### config.mk
export PLATFORM = sky130hd
export DESIGN_NAME = uart_tx_arbiter
export DESIGN_NICKNAME = d
export VERILOG_FILES = /design/src/rtl/uart_tx_arbiter.sv
export SDC_FILE = /design/constraint.sdc
export NUM_CORES = 1
export LEC_CHECK = 0
export ABC_AREA = 1
export BUFFER_PORTS_ARGS = -buffer_cell sky130_fd_sc_hd__buf_4
export CORE_AREA = 10 10 103 105
export CTS_BUF_LIST = sky130_fd_sc_hd__clkbuf_8 sky130_fd_sc_hd__clkbuf_16
export CTS_CLUSTER_SIZE = 16
export DETAILED_ROUTE_END_ITERATION = 16
export DIE_AREA = 0 0 113 115
export GPL_TIMING_DRIVEN = 0
export HOLD_SLACK_MARGIN = 0.1
export SLEW_MARGIN = 25
export SYNTH_ARGS = -nofsm -noshare
export SYNTH_HDL_FRONTEND = slang
export SYNTH_SLANG_ARGS = --single-unit
### constraint.sdc
create_clock -name CLK -period 4.15 [get_ports CLK]
set_input_delay 0.6225 -clock CLK [delete_from_list [all_inputs] [get_ports CLK]]
set_output_delay 0.6225 -clock CLK [all_outputs]
set_load 0.01 [all_outputs]
### src/rtl/uart_tx_arbiter.sv
// Round-robin owner selection for one shared UART TX serializer.
// Ports: REQ_* per-requester byte streams; TX_* serializer handshake; GRANT/ACTIVE owner status.
module uart_tx_arbiter #(
  parameter int N_REQ        = 4,
  parameter int DW           = 8,
  parameter int MAX_BURST    = 16,
  parameter int HOLD_TIMEOUT = 1024
) (
  input  logic                CLK,
  input  logic                RST_N,
  input  logic [N_REQ-1:0]    REQ_VALID,
  input  logic [N_REQ*DW-1:0] REQ_DATA,
  input  logic [N_REQ-1:0]    REQ_LAST,
  output logic [N_REQ-1:0]    REQ_READY,
  output logic [DW-1:0]       TX_DATA,
  output logic                TX_START,
  input  logic                TX_BUSY,
  output logic [N_REQ-1:0]    GRANT,
  output logic                ACTIVE
);

  localparam int IW = $clog2(N_REQ);
  localparam int BW = $clog2(MAX_BURST) + 1;
  localparam int TW = $clog2(HOLD_TIMEOUT) + 1;

  typedef enum logic [1:0] {
    S_IDLE,
    S_SEND,
    S_WAIT_BUSY,
    S_WAIT_DONE
  } state_e;

  state_e           state_q, state_d;
  logic [IW-1:0]    ptr_q, ptr_d;
  logic [IW-1:0]    own_q, own_d;
  logic [N_REQ-1:0] grant_q, grant_d;
  logic [BW-1:0]    burst_q, burst_d;
  logic [TW-1:0]    tmo_q, tmo_d;
  logic             last_q, last_d;
  logic [DW-1:0]    txd_q, txd_d;
  logic             start_q, start_d;

  logic [IW-1:0]    pick;
  logic             found;
  logic [DW-1:0]    sel_data;
  logic             sel_valid;
  logic             sel_last;

  // First valid requester after the last released owner, with wrap.
  always_comb begin
    pick  = '0;
    found = 1'b0;
    for (int k = 1; k <= N_REQ; k++) begin
      logic [IW-1:0] jj;
      jj = IW'((int'(ptr_q) + k) % N_REQ);
      if (!found && REQ_VALID[jj]) begin
        found = 1'b1;
        pick  = jj;
      end
    end
  end

  always_comb begin
    sel_data = '0;
    for (int i = 0; i < N_REQ; i++) begin
      if (own_q == IW'(i)) sel_data = REQ_DATA[i*DW +: DW];
    end
  end

  assign sel_valid = |(REQ_VALID & grant_q);
  assign sel_last  = |(REQ_LAST & grant_q);

  always_comb begin
    state_d   = state_q;
    ptr_d     = ptr_q;
    own_d     = own_q;
    grant_d   = grant_q;
    burst_d   = burst_q;
    tmo_d     = tmo_q;
    last_d    = last_q;
    txd_d     = txd_q;
    start_d   = 1'b0;
    REQ_READY = '0;
    unique case (state_q)
      S_IDLE: begin
        if (found) begin
          grant_d       = '0;
          grant_d[pick] = 1'b1;
          own_d         = pick;
          burst_d       = '0;
          tmo_d         = '0;
          state_d       = S_SEND;
        end
      end
      S_SEND: begin
        REQ_READY = grant_q & {N_REQ{~TX_BUSY}};
        if (sel_valid && !TX_BUSY) begin
          txd_d   = sel_data;
          start_d = 1'b1;
          last_d  = sel_last;
          burst_d = burst_q + BW'(1);
          tmo_d   = '0;
          state_d = S_WAIT_BUSY;
        end else if (!sel_valid) begin
          // Release on the cycle the count would reach the limit.
          if (tmo_q + TW'(1) == TW'(HOLD_TIMEOUT)) begin
            ptr_d   = own_q;
            grant_d = '0;
            state_d = S_IDLE;
          end else begin
            tmo_d = tmo_q + TW'(1);
          end
        end
      end
      S_WAIT_BUSY: begin
        if (TX_BUSY) state_d = S_WAIT_DONE;
      end
      S_WAIT_DONE: begin
        if (!TX_BUSY) begin
          if (last_q || burst_q == BW'(MAX_BURST)) begin
            ptr_d   = own_q;
            grant_d = '0;
            state_d = S_IDLE;
          end else begin
            state_d = S_SEND;
          end
        end
      end
      default: state_d = S_IDLE;
    endcase
  end

  always_ff @(posedge CLK or negedge RST_N) begin
    if (!RST_N) begin
      state_q <= S_IDLE;
      ptr_q   <= IW'(N_REQ - 1);
      own_q   <= '0;
      grant_q <= '0;
      burst_q <= '0;
      tmo_q   <= '0;
      last_q  <= 1'b0;
      txd_q   <= '0;
      start_q <= 1'b0;
    end else begin
      state_q <= state_d;
      ptr_q   <= ptr_d;
      own_q   <= own_d;
      grant_q <= grant_d;
      burst_q <= burst_d;
      tmo_q   <= tmo_d;
      last_q  <= last_d;
      txd_q   <= txd_d;
      start_q <= start_d;
    end
  end

  assign TX_DATA  = txd_q;
  assign TX_START = start_q;
  assign GRANT    = grant_q;
  assign ACTIVE   = |grant_q;

endmodule

==> results.json, run 1 <==
{
  "place_ws_ns": 1.91,
  "cts_buffer_depth": 2,
  "yosysSeqAreaShare_pct": 35.9,
  "num_rows": 34,
  "cp.required_ns": 4.33,
  "dieArea_sq_mm": 0.0130,
  "synth_nets": 420,
  "fin_setup_tns_ns": 0,
  "hold_ws_ns": 0.270,
  "die_w_microns": 113,
  "crit_fanout": 10,
  "grt_pass1_wl_microns": 11600,
  "utilization_pct": 37.4,
  "grt_max_degree": 37,
  "final-seq-area_sq_um": 903,
  "placed_area_sq_mm": 0.00310,
  "setup_violations": 0,
  "num-fill-cells": 919,
  "clk_latency_ns": 0.29,
  "cts-hold-fix-buffers": 0,
  "finalHoldViolCount": 0,
  "finClkSkew_ns": 0.00817,
  "routedWlPerCell_microns": 12.1,
  "status": "completed",
  "report.final.slew_viol_count": 0,
  "fin_total_pwr_mw": 1.86,
  "drt_iter0_markers": 113,
  "period_share_pct": 49.3,
  "met2_length_microns": 3120,
  "ys_types": 34,
  "clkSinkCount": 36,
  "port_buffers": 60,
  "post-route-min-period_ns": 2.05,
  "met3_wirelength_microns": 493,
  "synthesis.area_sq_mm": 0.00251,
  "layout.cells.non_filler": 550,
  "dieHeight_microns": 115,
  "synth_seq_cells": 36,
  "cts_buffers": 5,
  "cts_root_buf": "clkbuf_8",
  "drt-pass1-iter-count": 4,
  "grt_pass1_vias": 2653,
  "grtUsageTotal_pct": 10.5,
  "ant_nets": 0,
  "p_leak_nw": 1.66,
  "cts_tree": "built",
  "antenna_found_initial": 0,
  "layout.nets": 487,
  "drive_above_1_share_pct": 21.9,
  "irDropWorstVdd_mv": 0.244,
  "synth_warnings": 0,
  "syn2layout_area_growth_pct": 27.0,
  "clk_pin_slew_ns": 0.08,
  "hold_path_class": "primary input to async pin",
  "routed_wirelength_microns": 6680,
  "synth_edf_count": 0,
  "vias": 2520,
  "syn_avg_cell_area_sq_um": 6.72,
  "relSlewSlack_pct": 64.9,
  "gp_congestion": 0.822,
  "hpwl_microns": 5320,
  "fmax_mhz": 488,
  "place_inst": 542,
  "drt-vias-per-instance": 4.58,
  "crit_type": "register to register",
  "ioPinCount": 61,
  "initial_utilization_pct": 29.4,
  "core_area_sq_mm": 0.00855,
  "finish.instance_area_sq_mm": 0.00319,
  "multi_input_area_sq_mm": 0.00140,
  "critPathArrivalTime_ns": 2.23,
  "cts_max_level": 2,
  "antenna_cells": 0,
  "ys.flop_type": "dfrtp_1",
  "cts_setup_buffers": 0,
  "drt-met1-wl_microns": 3020,
  "layout_setup_ws_ns": 2.10,
  "grt.overflow.total": 0,
  "worstMarginPinSlew_ns": 0.525,
  "maxCapViolations": 0,
  "crit_path_end_kind": "register",
  "syn_inst": 374,
  "cts_resized": 0,
  "rsz0062_at_grt": "no",
  "drc_errors": 0,
  "power_density_mw_per_mm2": 582,
  "maxUsedRoutingLayer": "met4",
  "startpoint_type": "register",
  "async_flop_share_pct": 100
}
[layout make-up]
cell class,instances,share of cell area (%)
Buffer,8,1.76
Clock buffer,6,2.59
Timing Repair Buffer,60,14.1
Sequential cell,36,28.3
Inverter,41,4.82
Tap cell,108,4.23
Multi-Input combinational cell,289,43.9
Clock inverter,2,0.353
[layout by cell type, fill, tap and decap left out, types with 3 or more instances in the layout]
cell      instances
nand2_1         136
buf_4            61
inv_1            39
nand3_1          38
dfrtp_1          34
nor2_1           32
o21ai_0          19
o22ai_1           7
a22o_1            7
nor3_1            6
a21oi_1           6
nand2_2           6
clkbuf_8          6
nand4_1           5
nor2_2            5
inv_2             3
nor2_4            3
buf_2             3
ha_1              3
[sequential cells by signal, indices dropped and copies added, names as in the netlist, named ones only]
register and cells:
GRANT 4, TX_DATA 8, TX_START 1, burst_q 5
last_q 1, own_q 2, ptr_q 2, state_q 1
tmo_q 11
[path summary, 6_finish.rpt]
kind / startpoint / to / slack [ns] / depth (start not counted)
setup / recovery: ptr_q[1] / tmo_q[2] / 2.10 / 13
max in group asynchronous: RST_N / ptr_q[1] / 3.51 / 1
hold / removal: RST_N / tmo_q[5] / 0.27 / 1
setup reg to reg: ptr_q[1] / tmo_q[2] / 2.10 / 13
hold reg to reg: TX_DATA[3] / TX_DATA[3] / 0.49 / 2
min in group CLK: TX_DATA[3] / TX_DATA[3] / 0.49 / 2
[logic make-up (layout without fill, tap and decap cells)]
logic type	after synthesis	count (layout)	synth area share, %
flip-flops	36	36	35.9
AO/OA/AOI/OAI	47	47	11.7
AND/OR/NAND/NOR	237	237	41.8
XOR/XNOR	2	2	0.697
adder cells (fa/ha/maj)	3	3	1.49
buffers and inverters	49	117	8.36
[routing by layer]
layer | up-vias | track usage [%]
met5 | - | 0
met4 | 0 | 3.05
met3 | 4 | 4.17
met2 | 55 | 18.0
met1 | 1122 | 11.9
li1 | 1339 | -
[power breakdown]
| part | total [mW] | switching (mW) | internal, mW |
|---|---|---|---|
| sequential | 0.523 | 0.0748 | 0.448 |
| clock | 0.265 | 0.132 | 0.133 |
| combinational | 1.07 | 0.667 | 0.404 |
| total | 1.86 | 0.874 | 0.985 |
[worst max-delay path, stage by stage, from the launching register on]
cell and delay, ns:
dfstp_2 0.51, buf_2 0.18, inv_2 0.07, nand2_1 0.06, nand2_1 0.08, nand2_1 0.09, nand2_1 0.09, nor2_2 0.15
nand4_1 0.13, nand2_1 0.11, inv_1 0.09, buf_2 0.21, nand3_1 0.11, nand2_1 0.05
[cells in the mapped netlist, types with 2 or more instances]
cell type / n / share of area (%)
dfstp_2: 2 / 2.1
inv_2: 3 / 0.45
a22o_1: 7 / 2.4
o21bai_1: 2 / 0.60
nor2_2: 5 / 1.2
o21ai_1: 2 / 0.40
a21oi_1: 6 / 1.2
nand3_4: 2 / 1.4
o22ai_1: 7 / 1.7
nor3_1: 6 / 1.2
nor2_1: 32 / 4.8
dfrtp_1: 34 / 34
inv_1: 38 / 5.7
nand2_2: 6 / 1.5
xor2_1: 2 / 0.70
nand4_1: 5 / 1.2
buf_2: 3 / 0.60
o21ai_0: 19 / 3.8
nand2_1: 136 / 20
clkbuf_1: 2 / 0.30
nor2_4: 3 / 1.3
nand3_1: 38 / 7.6
ha_1: 3 / 1.5
No activity file was read; power rests on OpenSTA's default activity.
==> inputs of run 2 (changes only) <==
==> constraint.sdc (replaced) <==
create_clock -name CLK -period 2.05 [get_ports CLK]
set_input_delay 0.3075 -clock CLK [delete_from_list [all_inputs] [get_ports CLK]]
set_output_delay 0.3075 -clock CLK [all_outputs]
set_load 0.01 [all_outputs]
==> run 2 against run 1 <==
Compared with the run above:
- die area did not move
- first-iteration DRC count fell by 26%
- largest cell class unchanged
- critical endpoint is now GRANT[1]
- highest routed layer unchanged
- core utilization rose by 1.7 points
- cell count rose by 1.3%
==> results.json, run 2 (synthesis gave the netlist of run 1 again) <==
{
  "layout_commonest_cell": "nand2_1",
  "cts_tree": "built",
  "fmax_mhz": 512,
  "crit_path_end_kind": "register",
  "cts_buffers": 5,
  "layout.nets": 494,
  "rsz0062_at_grt": "yes",
  "drt-vias-per-instance": 4.65,
  "crit_type": "register to register",
  "cp.required_ns": 2.24,
  "p_leak_nw": 1.72,
  "antenna_found_initial": 0,
  "antenna_cells": 0,
  "drt_iter0_markers": 84,
  "final_cell_mix": "131 x nand2_1, 67 x buf_4, 37 x nand3_1, 36 x inv_1, 32 x dfrtp_1",
  "hpwl_microns": 5320,
  "critPathArrivalTime_ns": 2.14,
  "cpPeakStageDelay_ns": 0.45,
  "die_w_microns": 113,
  "initial_utilization_pct": 29.4,
  "maxCapViolations": 0,
  "irDropWorstVdd_mv": 0.508,
  "ant_nets": 0,
  "regMostFlops": "tmo_q",
  "crit_fanout": 8,
  "critical-path-slowest-cell": "dfrtp_2",
  "crit_top_cell": "nand2_1",
  "clk_pin_slew_ns": 0.07,
  "vias": 2588,
  "crit_start": "tmo_q[1]",
  "crit_chain": "ha_4, nand2_4, nor2_4, buf_4, nand3_1, nand2_1, nor2_2, nand3_4, o21ai_4, nand2_2, nand2_1, nand2_1",
  "p_switching_mw": 1.85,
  "min_from": "REQ_DATA[25]",
  "drc_errors": 0,
  "post-route-min-period_ns": 1.95,
  "r2r_slack_ns": 0.1,
  "ioPinCount": 61,
  "setup_violations": 0,
  "clkSinkCount": 36,
  "worstMarginPinSlew_ns": 0.527,
  "largest_reg_flops": 11,
  "layout.cells.non_filler": 557,
  "startpoint_type": "register",
  "grtUsageTotal_pct": 10.5,
  "drt-pass1-iter-count": 4,
  "status": "completed",
  "grt_pass1_wl_microns": 11600,
  "reg2reg_to": "GRANT[1]",
  "power_density_mw_per_mm2": 1180,
  "num_rows": 34,
  "hold_path_class": "primary input to register",
  "syn2layout_area_growth_pct": 32.9,
  "r2r_cells": 12,
  "p_sw_share_pct": 46.8,
  "cts_root_buf": "clkbuf_8",
  "finClkSkew_ns": 0.00709,
  "finalHoldViolCount": 0,
  "p_seq_share_pct": 27.6,
  "relSlewSlack_pct": 64.5,
  "r2r-start": "tmo_q[1]",
  "clk_latency_ns": 0.29,
  "cp-endpoint": "GRANT[1]",
  "period_share_pct": 95.3,
  "clock_power_share_pct": 13.6,
  "routedWlPerCell_microns": 12.4,
  "report.final.slew_viol_count": 0,
  "dieHeight_microns": 115,
  "grt_max_degree": 37,
  "combPwrFrac_pct": 58.8,
  "fin_setup_tns_ns": 0,
  "grt.overflow.total": 0,
  "dieArea_sq_mm": 0.0130,
  "drive_above_1_share_pct": 26.7,
  "p_int_mw": 2.10,
  "holdPathStages": 3,
  "core_area_sq_mm": 0.00855,
  "cts_max_level": 2,
  "cts_buffer_depth": 2,
  "routed_wirelength_microns": 6900,
  "grt_pass1_vias": 2653,
  "hold_ws_ns": 0.332,
  "place_inst": 542,
  "port_buffers": 60,
  "gp_congestion": 0.822
}
[run 2: changes by cell type in the layout (fill, tap and decap cells not counted), moves of 2 or more]
cell,before,now
buf_2,3,1
buf_4,61,67
buf_6,1,3
dfrtp_1,34,32
dfrtp_2,0,2
inv_1,39,36
inv_2,3,6
nand2_1,136,131
nand2_2,6,10
nor2_1,32,29
nor2_4,3,7
o21ai_2,1,3
[run 2: layout make-up]
class / count / area, sq um
fill: 907 / 5210
clock buffer: 6 / 82.6
tap: 108 / 135
clock inverter: 2 / 11.3
multi-input combinational: 289 / 1480
inverter: 41 / 154
buffer: 7 / 61.3
timing repair buffer: 68 / 513
sequential: 36 / 906
[run 2: timing repair]
action	in CTS	in global routing
endpoints found under the setup margin	0	33
buffers inserted	0	7
hold endpoints to repair	34	0
gates resized for setup	0	29
hold buffers	1	0
[run 2: power by group through the flow]
stage | Combinational, mW | Sequential (mW) | Clock [mW]
CTS | 2.20 | 1.06 | 0.563
global placement | 2.18 | 1.06 | 0
finish | 2.32 | 1.09 | 0.537
floorplan | 1.51 | 1.08 | 0
detailed placement | 2.20 | 1.07 | 0
global route | 2.66 | 1.11 | 0.597
[run 2: per-layer routing]
metal	vias to the layer above	global-route usage, %	part of all wire [%]
li1	1353	-	-
met1	1171	11.9	45
met2	59	18.0	47
met3	5	4.17	7.5
met4	0	3.05	0.85
met5	-	0	0
[run 2: worst min-delay path by stage]
| stage | endpoint |
|---|---|
| CTS | TX_DATA[1] |
| finish | TX_DATA[1] |
| detailed placement | tmo_q[4] |
| global route | TX_DATA[7] |
| global placement | tmo_q[4] |
| floorplan | GRANT[0] |
[run 2: critical path, delay by kind of cell (launching register included)]
kind,cells,cell delay [ns]
simple gates,9,0.79
flops,1,0.45
compound gates,1,0.28
fa+ha+maj,1,0.20
buf+inv,1,0.13
[run 2: metrics by stage]
| stage | setup WS (ns) | instance area [sq um] | util (%) | power [mW] |
|---|---|---|---|---|
| after global routing | -0.0383 | 3340 | 39.1 | 4.37 |
| after detailed placement | 0.0211 | 3100 | 36.3 | 3.26 |
| after floorplan | 0.278 | 2510 | - | 2.60 |
| final | 0.0969 | 3340 | 39.1 | 3.95 |
| after CTS | 0.0101 | 3200 | 37.5 | 3.82 |
| after global placement | 0.0339 | 3100 | 36.3 | 3.24 |
